$ cat src/rtl/mem_arbiter_pkg.sv
// mem_arbiter shared types: bus owner codes, FSM states, store buffer entry.
// The entry packs {addr, we, wdata} into 68 bits.
package mem_arbiter_pkg;

    typedef enum logic [1:0] {
        OWN_IF = 2'd0,
        OWN_DR = 2'd1,
        OWN_WR = 2'd2
    } owner_t;

    typedef enum logic {
        ST_IDLE = 1'b0,
        ST_BUSY = 1'b1
    } state_t;

    typedef struct packed {
        logic [31:0] addr;
        logic [3:0]  we;
        logic [31:0] wdata;
    } wbuf_entry_t;

    localparam int ENTRY_W = $bits(wbuf_entry_t);

endpackage

$ cat src/rtl/mem_wbuf.sv
// mem_wbuf: synchronous store FIFO with the head and the entry behind it
// visible combinationally.
module mem_wbuf
    import mem_arbiter_pkg::*;
#(
    parameter int DEPTH = 4
) (
    input  logic                  clk,
    input  logic                  rst,
    input  logic                  push,
    input  logic                  pop,
    input  wbuf_entry_t           din,
    output wbuf_entry_t           head,
    output wbuf_entry_t           second,
    output logic [$clog2(DEPTH):0] count,
    output logic                  full,
    output logic                  empty
);
    localparam int PTR_W = $clog2(DEPTH);

    wbuf_entry_t      mem [DEPTH];
    logic [PTR_W-1:0] wr_ptr;
    logic [PTR_W-1:0] rd_ptr;
    logic [PTR_W-1:0] rd_nx;

    always_ff @(posedge clk) begin
        if (push) mem[wr_ptr] <= din;
    end

    always_ff @(posedge clk) begin
        if (rst) begin
            wr_ptr <= '0;
            rd_ptr <= '0;
            count  <= '0;
        end else begin
            if (push) wr_ptr <= wr_ptr + 1'b1;
            if (pop)  rd_ptr <= rd_ptr + 1'b1;
            if (push && !pop)      count <= count + 1'b1;
            else if (pop && !push) count <= count - 1'b1;
        end
    end

    assign rd_nx  = rd_ptr + 1'b1;
    assign head   = mem[rd_ptr];
    assign second = mem[rd_nx];
    assign full   = (count == (PTR_W + 1)'(DEPTH));
    assign empty  = (count == '0);

endmodule

$ cat src/rtl/mem_arbiter.sv
// mem_arbiter: one RAM port shared by instruction fetch, loads and posted
// stores. Reads answer with a ready pulse; stores drain in order.
module mem_arbiter
    import mem_arbiter_pkg::*;
#(
    parameter int WBUF_DEPTH = 4,
    parameter int IADDR_W    = 16
) (
    input  logic               clk,
    input  logic               rst,
    input  logic [IADDR_W-1:0] imem_addr,
    input  logic               imem_oe,
    output logic [31:0]        imem_rdata,
    output logic               imem_ready,
    input  logic [31:0]        mem_addr,
    input  logic               mem_oe,
    input  logic [31:0]        mem_wdata,
    input  logic [3:0]         mem_we,
    output logic [31:0]        mem_rdata,
    output logic               mem_ready,
    output logic               ram_req,
    output logic [31:0]        ram_addr,
    output logic [3:0]         ram_we,
    output logic [31:0]        ram_wdata,
    input  logic               ram_ack,
    input  logic [31:0]        ram_rdata,
    output logic               wbuf_full,
    output logic               wbuf_overflow
);
    localparam int CNT_W = $clog2(WBUF_DEPTH) + 1;

    state_t             state, state_nx;
    owner_t             owner, owner_nx;
    logic               if_pend, dr_pend;
    logic [IADDR_W-1:0] if_addr;
    logic [31:0]        dr_addr;
    logic               if_acc, dr_acc, st_acc;
    logic               done, push, pop;
    logic               if_cand, dr_cand, wr_cand, wr_urgent, grant;
    logic [31:0]        gnt_addr, gnt_wdata;
    logic [3:0]         gnt_we;
    wbuf_entry_t        st_entry, wb_head, wb_second, wr_entry;
    logic [CNT_W-1:0]   wb_count;
    logic               wb_full, wb_empty;

    assign if_acc   = imem_oe && !if_pend;
    assign dr_acc   = mem_oe && (mem_we == 4'b0) && !dr_pend;
    assign st_acc   = mem_oe && (mem_we != 4'b0) && !dr_pend;
    assign done     = (state == ST_BUSY) && ram_ack;
    assign pop      = done && (owner == OWN_WR);
    assign push     = st_acc && (!wb_full || pop);
    assign st_entry = '{addr: mem_addr, we: mem_we, wdata: mem_wdata};

    // Candidates as they stand after this cycle's completion and new requests
    assign if_cand   = (if_pend && !(done && owner == OWN_IF)) || if_acc;
    assign dr_cand   = (dr_pend && !(done && owner == OWN_DR)) || dr_acc;
    assign wr_cand   = !wb_empty && !(pop && wb_count == CNT_W'(1));
    assign wr_urgent = wb_full && !pop;
    assign wr_entry  = pop ? wb_second : wb_head;

    mem_wbuf #(
        .DEPTH (WBUF_DEPTH)
    ) u_wbuf (
        .clk    (clk),
        .rst    (rst),
        .push   (push),
        .pop    (pop),
        .din    (st_entry),
        .head   (wb_head),
        .second (wb_second),
        .count  (wb_count),
        .full   (wb_full),
        .empty  (wb_empty)
    );

    always_comb begin
        grant    = 1'b0;
        owner_nx = owner;
        state_nx = state;
        if (state == ST_IDLE || done) begin
            grant = 1'b1;
            // Loads never overtake older stores
            if (wr_urgent || (dr_cand && wr_cand)) owner_nx = OWN_WR;
            else if (dr_cand)                      owner_nx = OWN_DR;
            else if (if_cand)                      owner_nx = OWN_IF;
            else if (wr_cand)                      owner_nx = OWN_WR;
            else                                   grant    = 1'b0;
            state_nx = grant ? ST_BUSY : ST_IDLE;
        end
        gnt_addr  = '0;
        gnt_we    = '0;
        gnt_wdata = '0;
        unique case (owner_nx)
            OWN_WR: begin
                gnt_addr  = wr_entry.addr;
                gnt_we    = wr_entry.we;
                gnt_wdata = wr_entry.wdata;
            end
            OWN_DR:  gnt_addr = dr_pend ? dr_addr : mem_addr;
            default: gnt_addr = if_pend ? 32'(if_addr) : 32'(imem_addr);
        endcase
    end

    always_ff @(posedge clk) begin
        if (rst) begin
            state <= ST_IDLE;
            owner <= OWN_IF;
        end else begin
            state <= state_nx;
            owner <= owner_nx;
        end
    end

    always_ff @(posedge clk) begin
        if (rst) begin
            ram_req       <= 1'b0;
            ram_addr      <= '0;
            ram_we        <= '0;
            ram_wdata     <= '0;
            imem_rdata    <= '0;
            imem_ready    <= 1'b0;
            mem_rdata     <= '0;
            mem_ready     <= 1'b0;
            if_pend       <= 1'b0;
            dr_pend       <= 1'b0;
            if_addr       <= '0;
            dr_addr       <= '0;
            wbuf_overflow <= 1'b0;
        end else begin
            if (grant) begin
                ram_req   <= 1'b1;
                ram_addr  <= gnt_addr;
                ram_we    <= gnt_we;
                ram_wdata <= gnt_wdata;
            end else if (done) begin
                ram_req <= 1'b0;
            end
            imem_ready <= done && (owner == OWN_IF);
            mem_ready  <= done && (owner == OWN_DR);
            if (done && owner == OWN_IF) imem_rdata <= ram_rdata;
            if (done && owner == OWN_DR) mem_rdata  <= ram_rdata;
            if (if_acc)                       if_pend <= 1'b1;
            else if (done && owner == OWN_IF) if_pend <= 1'b0;
            if (dr_acc)                       dr_pend <= 1'b1;
            else if (done && owner == OWN_DR) dr_pend <= 1'b0;
            if (if_acc) if_addr <= imem_addr;
            if (dr_acc) dr_addr <= mem_addr;
            if (st_acc && !push) wbuf_overflow <= 1'b1;
        end
    end

    assign wbuf_full = wb_full;

endmodule

$ cat config.mk
export PLATFORM = sky130hd
export DESIGN_NAME = mem_arbiter
export DESIGN_NICKNAME = d
export VERILOG_FILES = /design/src/rtl/mem_arbiter_pkg.sv /design/src/rtl/mem_wbuf.sv /design/src/rtl/mem_arbiter.sv
export SDC_FILE = /design/constraint.sdc
export NUM_CORES = 1
export LEC_CHECK = 0
export CORE_MARGIN = 1.5
export CORE_UTILIZATION = 50
export DETAILED_ROUTE_END_ITERATION = 12
export MAX_ROUTING_LAYER = met4
export PLACE_DENSITY = 0.84
export SLEW_MARGIN = 10
export SYNTH_ARGS = -nofsm -noshare
export SYNTH_HDL_FRONTEND = slang
export SYNTH_SLANG_ARGS = --single-unit
$ cat constraint.sdc
create_clock -name clk -period 10.74 [get_ports clk]
set_input_delay 3.222 -clock clk [delete_from_list [all_inputs] [get_ports clk]]
set_output_delay 3.222 -clock clk [all_outputs]
set_load 0.01 [all_outputs]
# Yosys cells after proc, flatten, opt, wreduce, memory -nomap -nowiden
# Memory sizes are Yosys's and may differ from the RTL's. A register that Yosys moved wholly into a read port is not among the register bits.
# Index checks and enable logic that the tools add are counted.
[totals]
ff_bits = 196
ramBits = 272
out_inout_bits = 137
wordCells = 101
n_memories = 1
[classes]
add_sub_neg = 4
eq_ne = 6
n_mux = 30
bitwise = 1
n_reduce_logical = 41
[mem_list]
columns = ["name", "depth", "width", "rd", "rd_ports_with_merged_regs", "write_ports", "line_no", "source"]
rows = [
  ["u_wbuf.mem", 4, 68, 2, 1, 1, "mem_wbuf.sv:21", "wbuf_entry_t mem [DEPTH];"],
]
[op_table]
columns = ["cell", "count"]
rows = [
  ["$mux W68", 1],
  ["$mux W32", 2],
  ["$pmux W32 S2", 1],
  ["$logic_and A1 B1 Y1", 19],
  ["$mux W16", 1],
  ["$mux W1", 15],
  ["$mux W2", 7],
  ["$logic_not A1 Y1", 9],
  ["$reduce_bool A2 Y1", 4],
  ["$mux W3", 2],
  ["$logic_or A1 B1 Y1", 5],
  ["$add A2 B1 Y2 const B", 2],
  ["$eq A2 B1 Y1 const B", 2],
  ["$eq A2 B2 Y1 const B", 2],
  ["$logic_not A4 Y1", 1],
  ["$mux W4", 1],
  ["$reduce_bool A4 Y1", 1],
  ["$add A3 B1 Y3 const B", 1],
  ["$eq A3 B1 Y1 const B", 1],
  ["$eq A3 B3 Y1 const B", 1],
  ["$logic_not A3 Y1", 1],
  ["$sub A3 B1 Y3 const B", 1],
  ["$logic_not A2 Y1", 1],
  ["$not A1 Y1", 1],
]

# Logic depth before layout (Yosys ltp)
[logic_depth]
word_depth = 12
mapped_depth = 12

# Modules after synthesis
# From an unflattened synthesis, not the netlist that was laid out.
[hier_totals]
hier_cells = 1534
area_unflattened_um2 = 20668.6
[modules_own_cells]
columns = ["module", "n_inst", "cells_per_inst", "area_per_inst_um2"]
rows = [
  ["mem_wbuf", 1, 484, 11908.9],
  ["mem_arbiter", 1, 1050, 8759.7],
]

# Least setup slack after synthesis
# Ideal clock, no wire load.
[synth_timing]
kind = "input -> register"
start = "in ram_ack"
end = "mem u_wbuf.mem[0][0] (netlist name) (enable)"
setup_time_ns = 0.433
t_arrival_ns = 5.758
required_ns = 10.307
slack_ns = 4.549
path_stages = 6
path_cell_list = "and4b_1 buf_2 inv_2 buf_2 a211oi_4 and2_1"
[synth_via]
elab_chain_cells = 6
[synth_lines]
columns = ["element", "line_no", "source"]
rows = [
  ["start: declaration", "mem_arbiter.sv:25", "input logic ram_ack,"],
  ["$logic_and A1 B1 Y1", "mem_arbiter.sv:49", "assign done = (state == ST_BUSY) && ram_ack;"],
  ["$logic_and A1 B1 Y1", "mem_arbiter.sv:50", "assign pop = done && (owner == OWN_WR);"],
  ["$logic_or A1 B1 Y1", "mem_arbiter.sv:51", "assign push = st_acc && (!wb_full || pop);"],
  ["$logic_and A1 B1 Y1", "mem_arbiter.sv:51", ""],
  ["named net push", "mem_arbiter.sv:38", "logic done, push, pop;"],
  ["$mux W1", "mem_wbuf.sv:27", "if (push) mem[wr_ptr] <= din;"],
  ["$mux W1 (implied by the code)", "mem_wbuf.sv:27", ""],
  ["end: declaration", "mem_wbuf.sv:21", ""],
]
# The timed path passes the listed nets, and every way through them passes these cells.

# Worst setup path in the final report
[layout_timing]
start = "in ram_ack"
end = "reg ram_addr[17]"
[layout_via]
elab_chain_cells = 12
elab_cells_between_ends = 33
classes_between = "eq/ne: 2; mux: 13; reduce/logical: 18"
[layout_lines]
columns = ["element", "line_no", "source"]
rows = [
  ["$logic_and A1 B1 Y1 (*)", "mem_arbiter.sv:49", ""],
  ["$logic_and A1 B1 Y1", "mem_arbiter.sv:50", ""],
  ["$logic_and A1 B1 Y1", "mem_arbiter.sv:57", "assign wr_cand = !wb_empty && !(pop && wb_count == CNT_W'(1));"],
  ["$logic_not A1 Y1", "mem_arbiter.sv:57", ""],
  ["$logic_and A1 B1 Y1", "mem_arbiter.sv:57", ""],
  ["$mux W2", "mem_arbiter.sv:86", "else if (wr_cand) owner_nx = OWN_WR;"],
  ["$mux W2", "mem_arbiter.sv:85", "else if (if_cand) owner_nx = OWN_IF;"],
  ["$mux W2", "mem_arbiter.sv:84", "else if (dr_cand) owner_nx = OWN_DR;"],
  ["$mux W2", "mem_arbiter.sv:83", "if (wr_urgent || (dr_cand && wr_cand)) owner_nx = OWN_WR;"],
  ["$mux W2", "mem_arbiter.sv:80", "if (state == ST_IDLE || done) begin"],
  ["$eq A2 B1 Y1 / $eq A2 B2 Y1 (equally long branches)", "mem_arbiter.sv:93", "unique case (owner_nx)"],
  ["$pmux W32 S2", "mem_arbiter.sv:93", ""],
  ["end signal: assignment", "mem_arbiter.sv:132", "ram_addr <= gnt_addr;"],
  ["end: declaration", "mem_arbiter.sv:22", "output logic [31:0] ram_addr,"],
]
# Mark *: on every way between the ends. The rest lies on a longest branch, timed or not. The select of a mux whose other input is x is not followed.
# A chain may end at the register's enable or synchronous reset.

==> metrics <==
via-per-instance ratio=between 6 and 7; most frequent cell after synthesis=nand2_1; total CTS buffers=49; met2 Usage GRT=42.0%; Vias=approximately 14,000; Rows=74; CP max-delay cell=ha_1; root buffer cell=clkbuf_16; Pwr Density=190 nW/um^2; Routed Antenna Nets=0; first-pass GRT wire length=82.0 mm; nets=1,901; clock latency on the worst-skew pair=0.58 ns; Initial Util=51.0%; RSZ-0062 raised after global routing=false; status=finished, final reports clean; post-synth top area share=39.0%; overall routing resource usage=25.2%; Seq pwr share=44.9%; Clk pwr share=36.2%; fmax=150 MHz; Comb power frac=18.8%; Sw Ratio=26.7%; die area=~43,000 sq um; CP max FO=33; final setup fails=0; commonest cells in the netlist=nand2_1, edfxtp_1, dfxtp_1; sw power=1290 uW; routed wire length=53.1 mm; First-pass DRT Iterations=5; mapped cell area=20,900 sq um; WP data arrival=7.12 ns; syn avg cell area=13.4 sq um; num ports=258; Most used DFF post-synth=edfxtp_1; FF+latch area=12,100 sq um; max-slew violation count=0; Int Pwr=3550 uW; GR Overflow Total=0; DRC Markers=0; CP Class=input port to flop; initial antenna violation count=4; Synth Warn #=0; worst-margin pin slew=1.20 ns; setup tns final=0 ns; worst path cell trace=clkdlybuf4s50_1 > and4b_1 > a31o_2 > a31oi_1 > ha_1 > nor3_1 > o31ai_2 > buf_4 > o21ai_0; area leader, netlist=edfxtp_1; Startpoint Class=input port; Max Cap Violations=0; final std cells w/o fill=around 2,300; Slew headroom=between 20% and 30%; DRT iter0 DRCs=about 1,400; post-DP HPWL=31.5 mm; EDFF count, synth=272; Die H=208 microns; post-cts sizing count=0; Crit path max-delay family=compound AO/OA/AOI/OAI gates; critical path required time=11.20 ns; postcts setup bufs=0; Clock Skew=between 0.015 and 0.02 ns; Most Crowded Layer GR=met2; Area contributors post-synth=edfxtp_1, dfxtp_1, mux4_2, nand2_1, mux2_2; die width=between 200 and 250 microns; I/O Buffers=between 200 and 300; Fin. Hold Viols=0; hold crit path type=flop to flop; Post-Syn Instances=1,565; largest net degree at the start of global routing=113; synthesized flop and latch total=470; max incr delay on CP=about 1.2 ns; Routed wire per std cell=22.6 microns; core footprint=just over 40,000 sq um; area occupied by multi-input gates=8270 sq um; nature of the critical path endpoint=flop; placed insts=2,249; clk buf depth=3; clock-pin slew on the worst setup and hold paths=0.06 ns; Lkg Pwr=0.00830 uW; TritonCTS clock tree=built; final worst path period need=6.66 ns; met3 usage=4.08%; synthesis-to-finish area growth=21.8%; Netlist cell types=46; hold_buf cts=0; GR Util met1=30.7%; syn nets=about 1,700; register area share after synthesis=between 50% and 60%; vias in the first global route=14,413; CP bufs+invs=2; Synth async-reset ratio=0%; Fill cells=a little over 3,000; share of cells above drive strength 1=between 10% and 20%; clk sinks=470; final period utilization=62.0%; VDD IR max=0.161 mV; H-tree level count=2; gpl congestion=0.814
==> placed cells by master (no fill, tap or decap), drive strengths merged, types with 3 or more instances in the layout <==
| cell | Yosys | layout |
|---|---|---|
| o21ai | 17 | 17 |
| mux2 | 68 | 68 |
| inv | 8 | 10 |
| nand2b | 38 | 38 |
| clkbuf | 71 | 59 |
| edfxtp | 272 | 272 |
| dfxtp | 198 | 198 |
| mux2i | 55 | 55 |
| clkinv | 0 | 18 |
| xor2 | 3 | 3 |
| nand2 | 297 | 297 |
| a21oi | 117 | 117 |
| buf | 55 | 22 |
| nor2b | 37 | 37 |
| a31oi | 4 | 4 |
| o31ai | 18 | 18 |
| a41oi | 33 | 33 |
| bufinv | 0 | 7 |
| a222oi | 16 | 16 |
| clkdlybuf4s50 | 0 | 256 |
| and2 | 40 | 40 |
| diode | 0 | 4 |
| nor2 | 16 | 16 |
| a221oi | 16 | 16 |
| a21o | 17 | 17 |
| nor3 | 3 | 3 |
| mux4 | 136 | 136 |
| ha | 12 | 12 |
| clkinvlp | 0 | 5 |
==> cell type report <==
class,count,area share (%)
Inverter,8,0.118
Timing Repair Buffer,278,10.7
Antenna cell,4,0.0392
Clock inverter,32,1.36
Multi-Input combinational cell,961,32.4
Sequential cell,470,47.6
Tap cell,532,2.61
Clock buffer,59,5.16
==> cell families after synthesis <==
logic type	Yosys count	share of synthesized area, %
DFF	470	57.9
and+or+nand+nor	440	9.53
buffers and inverters	134	2.84
adders and majority gates	12	0.717
AOI/OAI and AO/OA	245	7.88
muxes	259	20.9
xor gates and xnor gates	5	0.209
==> state kept, by name, summed over array words and instances (netlist names), 3 cells and up, named ones only <==
register,cells
ram_we,4
if_addr,16
ram_addr,32
u_wbuf.mem,272
mem_rdata,32
ram_wdata,32
dr_addr,32
u_wbuf.count,3
imem_rdata,32
==> worst reg2reg max path: cells and delay by family (launching register included) <==
family / cells / cell delay, ns
flip-flops: 1 / 1.11
AO/OA/AOI/OAI: 4 / 0.69
adder cells (fa/ha/maj): 1 / 0.95
buffers and inverters: 2 / 0.68
AND/OR/NAND/NOR: 2 / 0.34
multiplexers: 1 / 0.20
==> path summary, 6_finish.rpt <==
kind / cells after the start / slack (ns) / to / from
worst min register to register: 2 / 0.45 / mem_rdata[11]$_SDFFE_PP0P_ / mem_rdata[11]$_SDFFE_PP0P_
worst max register to register: 10 / 6.65 / ram_addr[17]$_SDFFE_PP0P_ / if_pend$_SDFFE_PP0P_
worst min-delay path: 2 / 0.45 / mem_rdata[11]$_SDFFE_PP0P_ / mem_rdata[11]$_SDFFE_PP0P_
worst max-delay path: 9 / 4.08 / ram_addr[17]$_SDFFE_PP0P_ / ram_ack
==> power by group through the flow <==
| stage | Combinational [uW] | Clock, uW | Sequential [uW] |
|---|---|---|---|
| 6_report | 912 | 1750 | 2170 |
| 4_1_cts | 913 | 1770 | 2170 |
| 5_1_grt | 973 | 1840 | 2190 |
| 3_3_place_gp | 881 | 0 | 2200 |
| 3_5_place_dp | 906 | 0 | 2210 |
| 2_1_floorplan | 550 | 0 | 2190 |
==> layer usage <==
layer,part of all wire (%),routed length (microns)
met1,39,20800
met2,50,26600
met3,7.2,3830
met4,3.4,1830
met5,0,0
==> through the flow <==
step           worst slack [ns]  utilization (%)  hold WS, ns  power (uW)  instance area, sq um
2_1_floorplan              4.55                -        0.433        2750                 20900
4_1_cts                    4.17             62.0        0.453        4860                 25500
6_report                   4.08             62.1        0.451        4840                 25500
3_5_place_dp               3.53             58.0        0.443        3120                 23800
5_1_grt                    3.90             62.1        0.468        5000                 25500
3_3_place_gp               3.68             58.0        0.438        3080                 23800
Note: power is estimated with default switching activity, not from simulation.
